`config.mk`:
```
export PLATFORM = sky130hd
export DESIGN_NAME = btn_debouncer
export DESIGN_NICKNAME = d
export VERILOG_FILES = /design/src/rtl/btn_debouncer_pkg.sv /design/src/rtl/btn_debounce_bit.sv /design/src/rtl/btn_debouncer.sv
export SDC_FILE = /design/constraint.sdc
export NUM_CORES = 1
export LEC_CHECK = 0
export CAP_MARGIN = 20
export CORE_MARGIN = 4
export CORE_UTILIZATION = 50
export DETAILED_ROUTE_END_ITERATION = 10
export PLACE_DENSITY_LB_ADDON = 0.1
export SLEW_MARGIN = 20
export SYNTH_ARGS = -nofsm -noshare
export SYNTH_HDL_FRONTEND = slang
export SYNTH_SLANG_ARGS = --single-unit
```
`constraint.sdc`:
```
create_clock -name clk -period 7.15 [get_ports clk]
set_clock_uncertainty 0.2 [all_clocks]
set_input_delay 1.43 -clock clk [delete_from_list [all_inputs] [get_ports clk]]
set_output_delay 1.43 -clock clk [all_outputs]
set_load 0.005 [all_outputs]
```
`src/rtl/btn_debouncer_pkg.sv`:
```
// Shared Simon button constants: button count, colour indices and arbitration states.
// Pure declarations; no timing or flow control of its own.
package btn_debouncer_pkg;

    localparam int NUM_BTNS = 4;

    localparam logic [1:0] COLOUR_0 = 2'd0;
    localparam logic [1:0] COLOUR_1 = 2'd1;
    localparam logic [1:0] COLOUR_2 = 2'd2;
    localparam logic [1:0] COLOUR_3 = 2'd3;

    typedef enum logic [1:0] {
        ST_IDLE    = 2'd0,
        ST_HELD    = 2'd1,
        ST_LOCKOUT = 2'd2
    } arb_state_e;

    // Scans high to low so the lowest set index is the one left standing.
    function automatic logic [1:0] lowest_set(input logic [NUM_BTNS-1:0] v);
        logic [1:0] idx;
        idx = COLOUR_0;
        for (int i = NUM_BTNS - 1; i >= 0; i--) begin
            if (v[i]) begin
                idx = i[1:0];
            end
        end
        return idx;
    endfunction

endpackage

```
`src/rtl/btn_debounce_bit.sv`:
```
// One button: 2-flop synchroniser plus stability counter producing a debounced level.
// db follows raw DEBOUNCE_CYCLES+2 edges after the first sample; no backpressure.
module btn_debounce_bit
    import btn_debouncer_pkg::*;
#(
    parameter int DEBOUNCE_CYCLES = 500000,
    parameter int CNT_W           = 20
) (
    input  logic clk,
    input  logic reset,
    input  logic raw,
    output logic db
);

    localparam logic [CNT_W-1:0] CNT_MAX = CNT_W'(DEBOUNCE_CYCLES - 1);

    logic             sync1_q;
    logic             sync2_q;
    logic             db_q;
    logic             db_d;
    logic [CNT_W-1:0] cnt_q;
    logic [CNT_W-1:0] cnt_d;

    // The count only advances while the synchronised input disagrees with db, so it never passes CNT_MAX.
    always_comb begin
        db_d  = db_q;
        cnt_d = cnt_q;
        if (sync2_q == db_q) begin
            cnt_d = '0;
        end else if (cnt_q == CNT_MAX) begin
            db_d  = sync2_q;
            cnt_d = '0;
        end else begin
            cnt_d = cnt_q + CNT_W'(1);
        end
    end

    always_ff @(posedge clk or negedge reset) begin
        if (!reset) begin
            sync1_q <= 1'b0;
            sync2_q <= 1'b0;
            db_q    <= 1'b0;
            cnt_q   <= '0;
        end else begin
            sync1_q <= raw;
            sync2_q <= sync1_q;
            db_q    <= db_d;
            cnt_q   <= cnt_d;
        end
    end

    assign db = db_q;

endmodule

```
`src/rtl/btn_debouncer.sv`:
```
// Debounces four raw buttons and arbitrates them to a single accepted press with pulses.
// Outputs lag a stable raw change by DEBOUNCE_CYCLES+3 edges; no backpressure.
module btn_debouncer
    import btn_debouncer_pkg::*;
#(
    parameter int DEBOUNCE_CYCLES = 500000,
    parameter int CNT_W           = 20
) (
    input  logic                clk,
    input  logic                reset,
    input  logic [NUM_BTNS-1:0] btns,
    output logic [1:0]          num,
    output logic                pressed,
    output logic                press_pulse,
    output logic                release_pulse,
    output logic [NUM_BTNS-1:0] db_btns
);

    logic [NUM_BTNS-1:0] db;

    for (genvar g = 0; g < NUM_BTNS; g++) begin : g_bit
        btn_debounce_bit #(
            .DEBOUNCE_CYCLES(DEBOUNCE_CYCLES),
            .CNT_W          (CNT_W)
        ) u_bit (
            .clk  (clk),
            .reset(reset),
            .raw  (btns[g]),
            .db   (db[g])
        );
    end

    arb_state_e state_q;
    arb_state_e state_d;
    logic [1:0] num_q;
    logic [1:0] num_d;
    logic       pressed_q;
    logic       pressed_d;
    logic       press_q;
    logic       press_d;
    logic       release_q;
    logic       release_d;

    always_comb begin
        state_d   = state_q;
        num_d     = num_q;
        pressed_d = pressed_q;
        press_d   = 1'b0;
        release_d = 1'b0;
        unique case (state_q)
            ST_IDLE: begin
                pressed_d = 1'b0;
                if (db != '0) begin
                    num_d     = lowest_set(db);
                    pressed_d = 1'b1;
                    press_d   = 1'b1;
                    state_d   = ST_HELD;
                end
            end
            ST_HELD: begin
                pressed_d = 1'b1;
                if (!db[num_q]) begin
                    pressed_d = 1'b0;
                    release_d = 1'b1;
                    // Anything still held from a chord must be let go before it can win.
                    state_d   = (db == '0) ? ST_IDLE : ST_LOCKOUT;
                end
            end
            ST_LOCKOUT: begin
                pressed_d = 1'b0;
                if (db == '0) begin
                    state_d = ST_IDLE;
                end
            end
            default: begin
                pressed_d = 1'b0;
                state_d   = ST_IDLE;
            end
        endcase
    end

    always_ff @(posedge clk or negedge reset) begin
        if (!reset) begin
            state_q   <= ST_IDLE;
            num_q     <= COLOUR_0;
            pressed_q <= 1'b0;
            press_q   <= 1'b0;
            release_q <= 1'b0;
        end else begin
            state_q   <= state_d;
            num_q     <= num_d;
            pressed_q <= pressed_d;
            press_q   <= press_d;
            release_q <= release_d;
        end
    end

    assign num           = num_q;
    assign pressed       = pressed_q;
    assign press_pulse   = press_q;
    assign release_pulse = release_q;
    assign db_btns       = db;

endmodule

```
==> summary.md, run 1 <==
| Metric | Value |
|---|---|
| Max Freq | 0.330 GHz |
| Post-synthesis net count | around 480 |
| Post-route cell area | 0.00516 mm² |
| Worst-case clock buffer depth | 2 |
| Worst path bufs/invs | 1 |
| First-pass iteration count of the detailed router | 4 |
| Boundary Pins | 15 |
| Required time worst endpoint | 5.52 ns |
| Number of different library cells in the post-synthesis netlist | 40 |
| Drt via density | 5.45 |
| Chain of cells forming the critical path | clkdlybuf4s50_1 |
| Filler cell count in the final layout | 860 |
| Total count of hold-check failures in the final report | 0 |
| Final-report setup violation count | 0 |
| Cell at the root of the clock tree | sky130_fd_sc_hd__clkbuf_8 |
| Initial Util | slightly above 50% |
| Antenna violations before repair | 0 |
| Synthesized-area fraction occupied by ao, oa, aoi and oai cells | 5.85% |
| Min Tclk post-route | 3.03 ns |
| Max Cap Violations | 0 |
| Net total in the final layout | 490 |
| Register bit count reported by yosys | 99 |
| Area Overhead vs Synth | 9.13% |
| Largest net degree at the start of global routing | 58 |
| Clk Latency, worst-skew pair | approximately 0.36 ns |
| Total congestion overflow | 0 |
| Dominant cell type by area after synthesis | sky130_fd_sc_hd__dfrtp_1 |
| Placed cell area | 0.00497 mm² |
| Worst path max stage delay | 0.56 ns |
| Largest driver fanout on the critical path | 7 |
| PD cells | approximately 190 mW/mm² |
| Ratio of cells with drive above 1 in the final layout | 6.40% |
| Data arrival time of the critical path | 1.40 ns |
| Max VDD drop | ~0.15 mV |
| Cells after synthesis | 465 |
| Hold path cells | 0 |
| Main combinational cell family by area after synthesis | simple AND/OR/NAND/NOR gates |
| Run status | finished clean |
| IO Port Bufs | 14 |
| Global-route wire length before repair | 15.3 mm |
| Clock tree from TritonCTS | done |
| Yosys Warn Count | 0 |
| Critical path startpoint category | flip-flop |
| Post-synthesis cell area | about 0.0047 mm² |
| Aggregate routed wire length | 8.41 mm |
| Area of the core | 0.00924 mm² |
| Cell with the biggest individual delay on the critical path | sky130_fd_sc_hd__clkdlybuf4s50_1 |
| Placed Cells incl. Taps | around 600 |
| Share of Yosys cell area claimed by the top area cell type | 52.4% |
| TritonCTS Buffers | 9 |
| Cell count along the critical path | 1 |
| Clock sink total | 99 |
| Post-route fraction of the period consumed by the critical path | 42.3% |
| RSZ-0062 raised after global routing | false |
| Die Y | 105 µm |
| Post-route setup slack | between 4 and 5 ns |
| Via count of the first global-routing pass | approximately 3200 |
| Number of resized instances in the post-cts repair step | 0 |
| Worst slew margin relative to its limit | ~33% |
| Number of inserted diodes | 0 |
| Via count | 3340 |
| Hold-fix buffer count after cts | 0 |
| Total Die Area | 0.0111 mm² |
| Number of violations reported at the end of detailed-routing iteration 0 | 106 |
| Total track usage | 16.7% |
| Mean area per synthesized cell | 10.2 µm² |
| HPWL after detailed placement | 5.89 mm |
| Antenna viol nets, final | 0 |
| Number of design rule violations left after detail routing | 0 |
| Worst setup path class | reg -> out |
| H-tree levels | 3 |
| Accumulated negative setup slack | 0 ns |
| Width of the die | 105 µm |
| Leading post-synthesis cells by cell area | sky130_fd_sc_hd__dfrtp_1, sky130_fd_sc_hd__xnor2_1, sky130_fd_sc_hd__nor2_1 |
| Actual slew at the worst max-slew pin | 1.01 ns |
| Worst path top cell family by delay | buffers and inverters |
| Detail-routed net length per standard cell | about 14 µm |
| Worst setup slack after placement | around 4.3 ns |
| Endpoint type of the worst setup path | output port |
| Post CTS Setup Buffer Count | 0 |
| Fraction of the yosys area taken by sequential cells | 52.4% |
| Final weighted congestion in routability-driven placement | 0.780 |
| Post-synthesis simple-gate area fraction | 25.2% |
| Proportion of synthesized area in mux cells | 1.85% |
| Max-slew violation count | 0 |
| Min-Delay Path Class | reg -> reg |
| Synthesized-area fraction occupied by adder cells | 1.06% |
| Non-filler cells, final | between 600 and 700 |
| Post-CTS clock slew at the launch and capture registers of the worst setup and hold paths | around 0.09 ns |
| Static leakage | about 0.002 µW |
| Number of rows created at floorplan | 35 |
| Cells on worst reg2reg path | 4 |
| Post-Route Utilization | a little under three fifths |
| Area share of xor/xnor cells in the synthesized design | around 11% |
==> where the power goes <==
part / internal, µW / total (µW) / switching (µW)
Combinational: 10.3 / 33.1 / 22.8
Clock: 163 / 354 / 191
Sequential: 567 / 575 / 7.63
==> kinds of logic after synthesis <==
logic type | after synthesis
AO/OA/AOI/OAI | 40
XOR/XNOR | 60
adder cells (fa/ha/maj) | 4
buffers and inverters | 25
flip-flops | 99
multiplexers | 7
AND/OR/NAND/NOR | 230
==> per-stage QoR <==
stage	hold WS (ns)	power, µW
3_5_place_dp	0.135	621
4_1_cts	0.158	983
2_1_floorplan	0.131	602
3_3_place_gp	0.132	620
5_1_grt	0.172	1010
6_report	0.155	961
==> layout by cell type (no fill, tap or decap), types with 13 or more instances in the layout <==
cell type                         Yosys  final
sky130_fd_sc_hd__nor2_1              77     77
sky130_fd_sc_hd__nand3_1             25     25
sky130_fd_sc_hd__nand2_1             27     27
sky130_fd_sc_hd__inv_1               13     13
sky130_fd_sc_hd__a21oi_1             17     17
sky130_fd_sc_hd__xnor2_1             41     41
sky130_fd_sc_hd__or4_1               13     13
sky130_fd_sc_hd__clkdlybuf4s50_1      0     13
sky130_fd_sc_hd__nor3_1              15     15
sky130_fd_sc_hd__dfrtp_1             99     99
sky130_fd_sc_hd__xor2_1              19     19
sky130_fd_sc_hd__nor4_1              17     17
sky130_fd_sc_hd__nand4_1             24     24
==> path summary, 6_finish.rpt <==
| kind | from | endpoint | slack, ns |
|---|---|---|---|
| max in group asynchronous | reset | g_bit[1].u_bit.db$_DFFE_PN0P_ | 4.80 |
| hold reg to reg | g_bit[1].u_bit.sync1_q$_DFF_PN0_ | g_bit[1].u_bit.sync2_q$_DFF_PN0_ | 0.16 |
| min in group asynchronous | reset | g_bit[0].u_bit.cnt_q[18]$_DFF_PN0_ | 0.84 |
| setup / recovery | g_bit[1].u_bit.db$_DFFE_PN0P_ | db_btns[1] | 4.12 |
| setup reg to reg | g_bit[1].u_bit.cnt_q[12]$_DFF_PN0_ | g_bit[1].u_bit.cnt_q[14]$_DFF_PN0_ | 4.72 |
| hold / removal | g_bit[1].u_bit.sync1_q$_DFF_PN0_ | g_bit[1].u_bit.sync2_q$_DFF_PN0_ | 0.16 |
==> state kept, by name, summed over array words and instances (netlist names), 2 cells and up <==
signal and cells:
g_bit.u_bit.db 4, state_q 2, g_bit.u_bit.sync2_q 4, num 2, g_bit.u_bit.cnt_q 80, g_bit.u_bit.sync1_q 4
==> layout make-up <==
class                           instances  area (µm²)  share of cell area (%)
Sequential cell                        99        2480                    48.0
Timing Repair Buffer                   16         153                    2.96
Clock buffer                           10         128                    2.47
Multi-Input combinational cell        341        2130                    41.3
Tap cell                              129         161                    3.13
Clock inverter                          5        62.6                    1.21
Inverter                               13        48.8                   0.946
==> metal layers <==
layer / vias to the layer above / share of wire (%) / GRT usage [%]
met5: - / 0 / 0
met4: 0 / 1.1 / 4.31
met3: 7 / 2.8 / 4.16
met2: 30 / 47 / 26.5
met1: 1627 / 49 / 23.1
li1: 1676 / - / -
==> cell usage after synthesis (all sizes together) <==
library cell  count
a21oi            17
and2              1
and3              2
and4              4
buf               7
clkbuf            5
dfrtp            99
ha                4
inv              13
mux2              4
mux2i             2
mux4              1
nand2            27
nand2b            3
nand3            25
nand4            24
nor2             77
nor2b             1
nor3             15
nor3b             1
nor4             17
nor4b             3
nor4bb            1
o21a              2
o21ai             8
o21bai            2
o221a             1
o31ai             9
o41ai             1
or2               2
or3               9
or4              16
or4b              2
xnor2            41
xor2             19
Power figures use the tool's default switching activity.
==> run 2, diff against run 1 <==
clock period = 2.75 ns   (was 7.15 ns; I/O delays follow)
==> summary.md, run 2 (synthesized netlist as in run 1, its figures left out) <==
| Metric | Value |
|---|---|
| Run status | finished clean |
| Number of rows created at floorplan | 35 (unchanged) |
| HPWL after detailed placement | 5.95 mm (+0.95%) |
| Antenna violations before repair | 0 (unchanged) |
| Data arrival time of the critical path | 2.43 ns (+1.03 ns) |
| Sw Ratio | 23.5% (+0.45 points) |
| Accumulated negative setup slack | 0 ns (unchanged) |
| Register containing the most flip-flops in the final layout | g_bit.u_bit.cnt_q |
| Max VDD drop | 0.401 mV (+180%) |
| Cells on worst reg2reg path | 4 (unchanged) |
| Aggregate routed wire length | 8.57 mm (+1.9%) |
| Total track usage | 16.9% (+0.16 points) |
| Leading cell type in the layout, fill and taps excluded | sky130_fd_sc_hd__dfrtp_1 |
| Number of violations reported at the end of detailed-routing iteration 0 | 98 (-7.5%) |
| Die Y | 105 µm (unchanged) |
| Worst slew margin relative to its limit | 56.0% (+23 points) |
| Filler cell count in the final layout | 837 (-2.7%) |
| Min-Delay Path Class | reg -> reg |
| Number of flip-flops in the largest register | 80 (unchanged) |
| Post CTS Setup Buffer Count | 0 (unchanged) |
| Critical Path Sink | g_bit[2].u_bit.db$_DFFE_PN0P_ |
| Endpoint type of the worst setup path | flip-flop |
| Net total in the final layout | 496 (+1.2%) |
| Worst-case clock buffer depth | 2 (unchanged) |
| Global-route wire length before repair | 15.2 mm (-0.45%) |
| Boundary Pins | 15 (unchanged) |
| Clock sink total | 99 (unchanged) |
| R2r setup slk | 0.39 ns (-4.33 ns) |
| Total congestion overflow | 0 (unchanged) |
| Final-report setup violation count | 0 (unchanged) |
| Max Cap Violations | 0 (unchanged) |
| Critical path launch point | g_bit[2].u_bit.cnt_q[6]$_DFF_PN0_ |
| Total count of hold-check failures in the final report | 0 (unchanged) |
| Width of the die | 105 µm (unchanged) |
| TritonCTS Buffers | 9 (unchanged) |
| Largest net degree at the start of global routing | 65 (+12%) |
| Min Tclk post-route | 2.36 ns |
| Area of the core | 0.00924 mm² (unchanged) |
| Via count of the first global-routing pass | 3343 (+3.6%) |
| Total Die Area | 0.0111 mm² (unchanged) |
| Final weighted congestion in routability-driven placement | 0.772 (-0.96%) |
| Reg-to-reg endpoint | g_bit[2].u_bit.db$_DFFE_PN0P_ |
| Drt via density | 5.43 (-0.39%) |
| H-tree levels | 3 (unchanged) |
| Combinational share of power | 3.8% (+0.4 points) |
| Ratio of cells with drive above 1 in the final layout | 7.54% (+1.1 points) |
| Antenna viol nets, final | 0 (unchanged) |
| Static leakage | 0.00205 µW (+2.2%) |
| IO Port Bufs | 14 (unchanged) |
| RSZ-0062 raised after global routing | false |
| Largest driver fanout on the critical path | 5 (-2) |
| Max-slew violation count | 0 (unchanged) |
| Critical path startpoint category | flip-flop |
| Clk Latency, worst-skew pair | 0.37 ns (about the same) |
| Launch instance of the worst register-to-register path | g_bit[2].u_bit.cnt_q[6]$_DFF_PN0_ |
| Sequential fraction of design power | 59.0% (-0.8 points) |
| Number of design rule violations left after detail routing | 0 (unchanged) |
| Total net switching power | 595 µW (+170%) |
| Worst setup path class | reg -> reg |
| Detail-routed net length per standard cell | 13.8 µm (+0.70%) |
| Post-route fraction of the period consumed by the critical path | 85.8% |
| Post-Route Utilization | 56.6% (+0.73 points) |
| Max Freq | 0.424 GHz |
| Top library cells by usage in the layout, fill and taps aside | sky130_fd_sc_hd__dfrtp_1, sky130_fd_sc_hd__nor2_1, sky130_fd_sc_hd__xnor2_1 |
| Initial Util | 51.2% (unchanged) |
| Internal | 1940 µW (+160%) |
| Number of inserted diodes | 0 (unchanged) |
| Clock network fraction of total power | 37.3% (+0.5 points) |
| Area Overhead vs Synth | 10.6% |
| Required time worst endpoint | 2.82 ns (-2.70 ns) |
| Via count | 3365 (+0.75%) |
| First-pass iteration count of the detailed router | 4 (unchanged) |
| Actual slew at the worst max-slew pin | 0.654 ns (-0.354 ns) |
| PD cells | 485 mW/mm² (+160%) |
| Post-CTS clock slew at the launch and capture registers of the worst setup and hold paths | 0.10 ns (about the same) |
| Clock tree from TritonCTS | done |
| Cell at the root of the clock tree | sky130_fd_sc_hd__clkbuf_8 |
-- run 2: cell count changes in the layout (fill, tap and decap cells not counted), sizes merged --
cell         before  now
clkinv            0    2
clkinvlp          2    0
dlygate4sd3       0    1
buf               3    8
inv              15   16
-- run 2: how the worst min path moves through the flow --
| stage | from | end | cells past startpoint |
|---|---|---|---|
| after global placement | g_bit[2].u_bit.sync1_q$_DFF_PN0_ | g_bit[2].u_bit.sync2_q$_DFF_PN0_ | 0 |
| final | g_bit[2].u_bit.sync1_q$_DFF_PN0_ | g_bit[2].u_bit.sync2_q$_DFF_PN0_ | 0 |
| after global routing | g_bit[1].u_bit.sync1_q$_DFF_PN0_ | g_bit[1].u_bit.sync2_q$_DFF_PN0_ | 0 |
| after CTS | g_bit[2].u_bit.sync1_q$_DFF_PN0_ | g_bit[2].u_bit.sync2_q$_DFF_PN0_ | 0 |
| after floorplan | reset | g_bit[0].u_bit.cnt_q[0]$_DFF_PN0_ | 0 |
| after detailed placement | g_bit[2].u_bit.sync1_q$_DFF_PN0_ | g_bit[2].u_bit.sync2_q$_DFF_PN0_ | 0 |
-- run 2: power groups by stage --
| stage | Clock (µW) | Sequential (µW) | Combinational, µW |
|---|---|---|---|
| CTS | 988 | 1490 | 99.6 |
| global route | 1060 | 1500 | 112 |
| detailed placement | 0 | 1520 | 97.9 |
| finish | 944 | 1490 | 95.1 |
| floorplan | 0 | 1520 | 46.9 |
| global placement | 0 | 1520 | 96.4 |
-- run 2: critical path, cell delays in order (launching register included) --
cell                      delay [ns]
sky130_fd_sc_hd__dfrtp_1        0.44
sky130_fd_sc_hd__or4_1          0.53
sky130_fd_sc_hd__or4_4          0.57
sky130_fd_sc_hd__nor2_1         0.17
sky130_fd_sc_hd__mux2_2         0.35
-- run 2: per-layer routing --
layer  global-route usage, %  part of all wire, %  vias up  routed length (µm)
met5                       0                    0        -                   0
li1                        -                    -     1686                   -
met4                    4.50                 0.55        0                  47
met2                    27.7                   49       31                4200
met1                    21.3                   47     1646                4060
met3                    5.88                  3.0        2                 259
-- run 2: metrics by stage --
| step | hold WS [ns] | power [µW] | instances | cell area [µm²] | worst slack [ns] |
|---|---|---|---|---|---|
| 4_1_cts | 0.159 | 2580 | 620 | 5230 | 0.389 |
| 6_report | 0.155 | 2530 | 620 | 5230 | 0.389 |
| 3_5_place_dp | 0.136 | 1620 | 603 | 5020 | 0.403 |
| 5_1_grt | 0.162 | 2670 | 620 | 5230 | 0.261 |
| 3_3_place_gp | 0.134 | 1620 | 603 | 5020 | 0.432 |
| 2_1_floorplan | 0.0544 | 1560 | 465 | 4730 | 0.473 |
-- run 2: area by class of cell --
class	count	area (µm²)	share of cell area, %
Sequential cell	99	2480	47.4
Multi-Input combinational cell	341	2130	40.7
Timing Repair Buffer	22	213	4.07
Tap cell	129	161	3.09
Clock buffer	10	128	2.44
Clock inverter	6	70.1	1.34
Inverter	13	48.8	0.933
-- run 2: repair_timing --
item,4_1_cts,5_1_grt
gates resized for setup,0,0
endpoints found under the hold margin,35,0
hold buffers,1,0
==> run 3, diff against run 2 <==
CTS_CLUSTER_DIAMETER = 120   (was default)
==> results of run 3 <==
Final layout, timing and power as in run 2 (identical DEF).
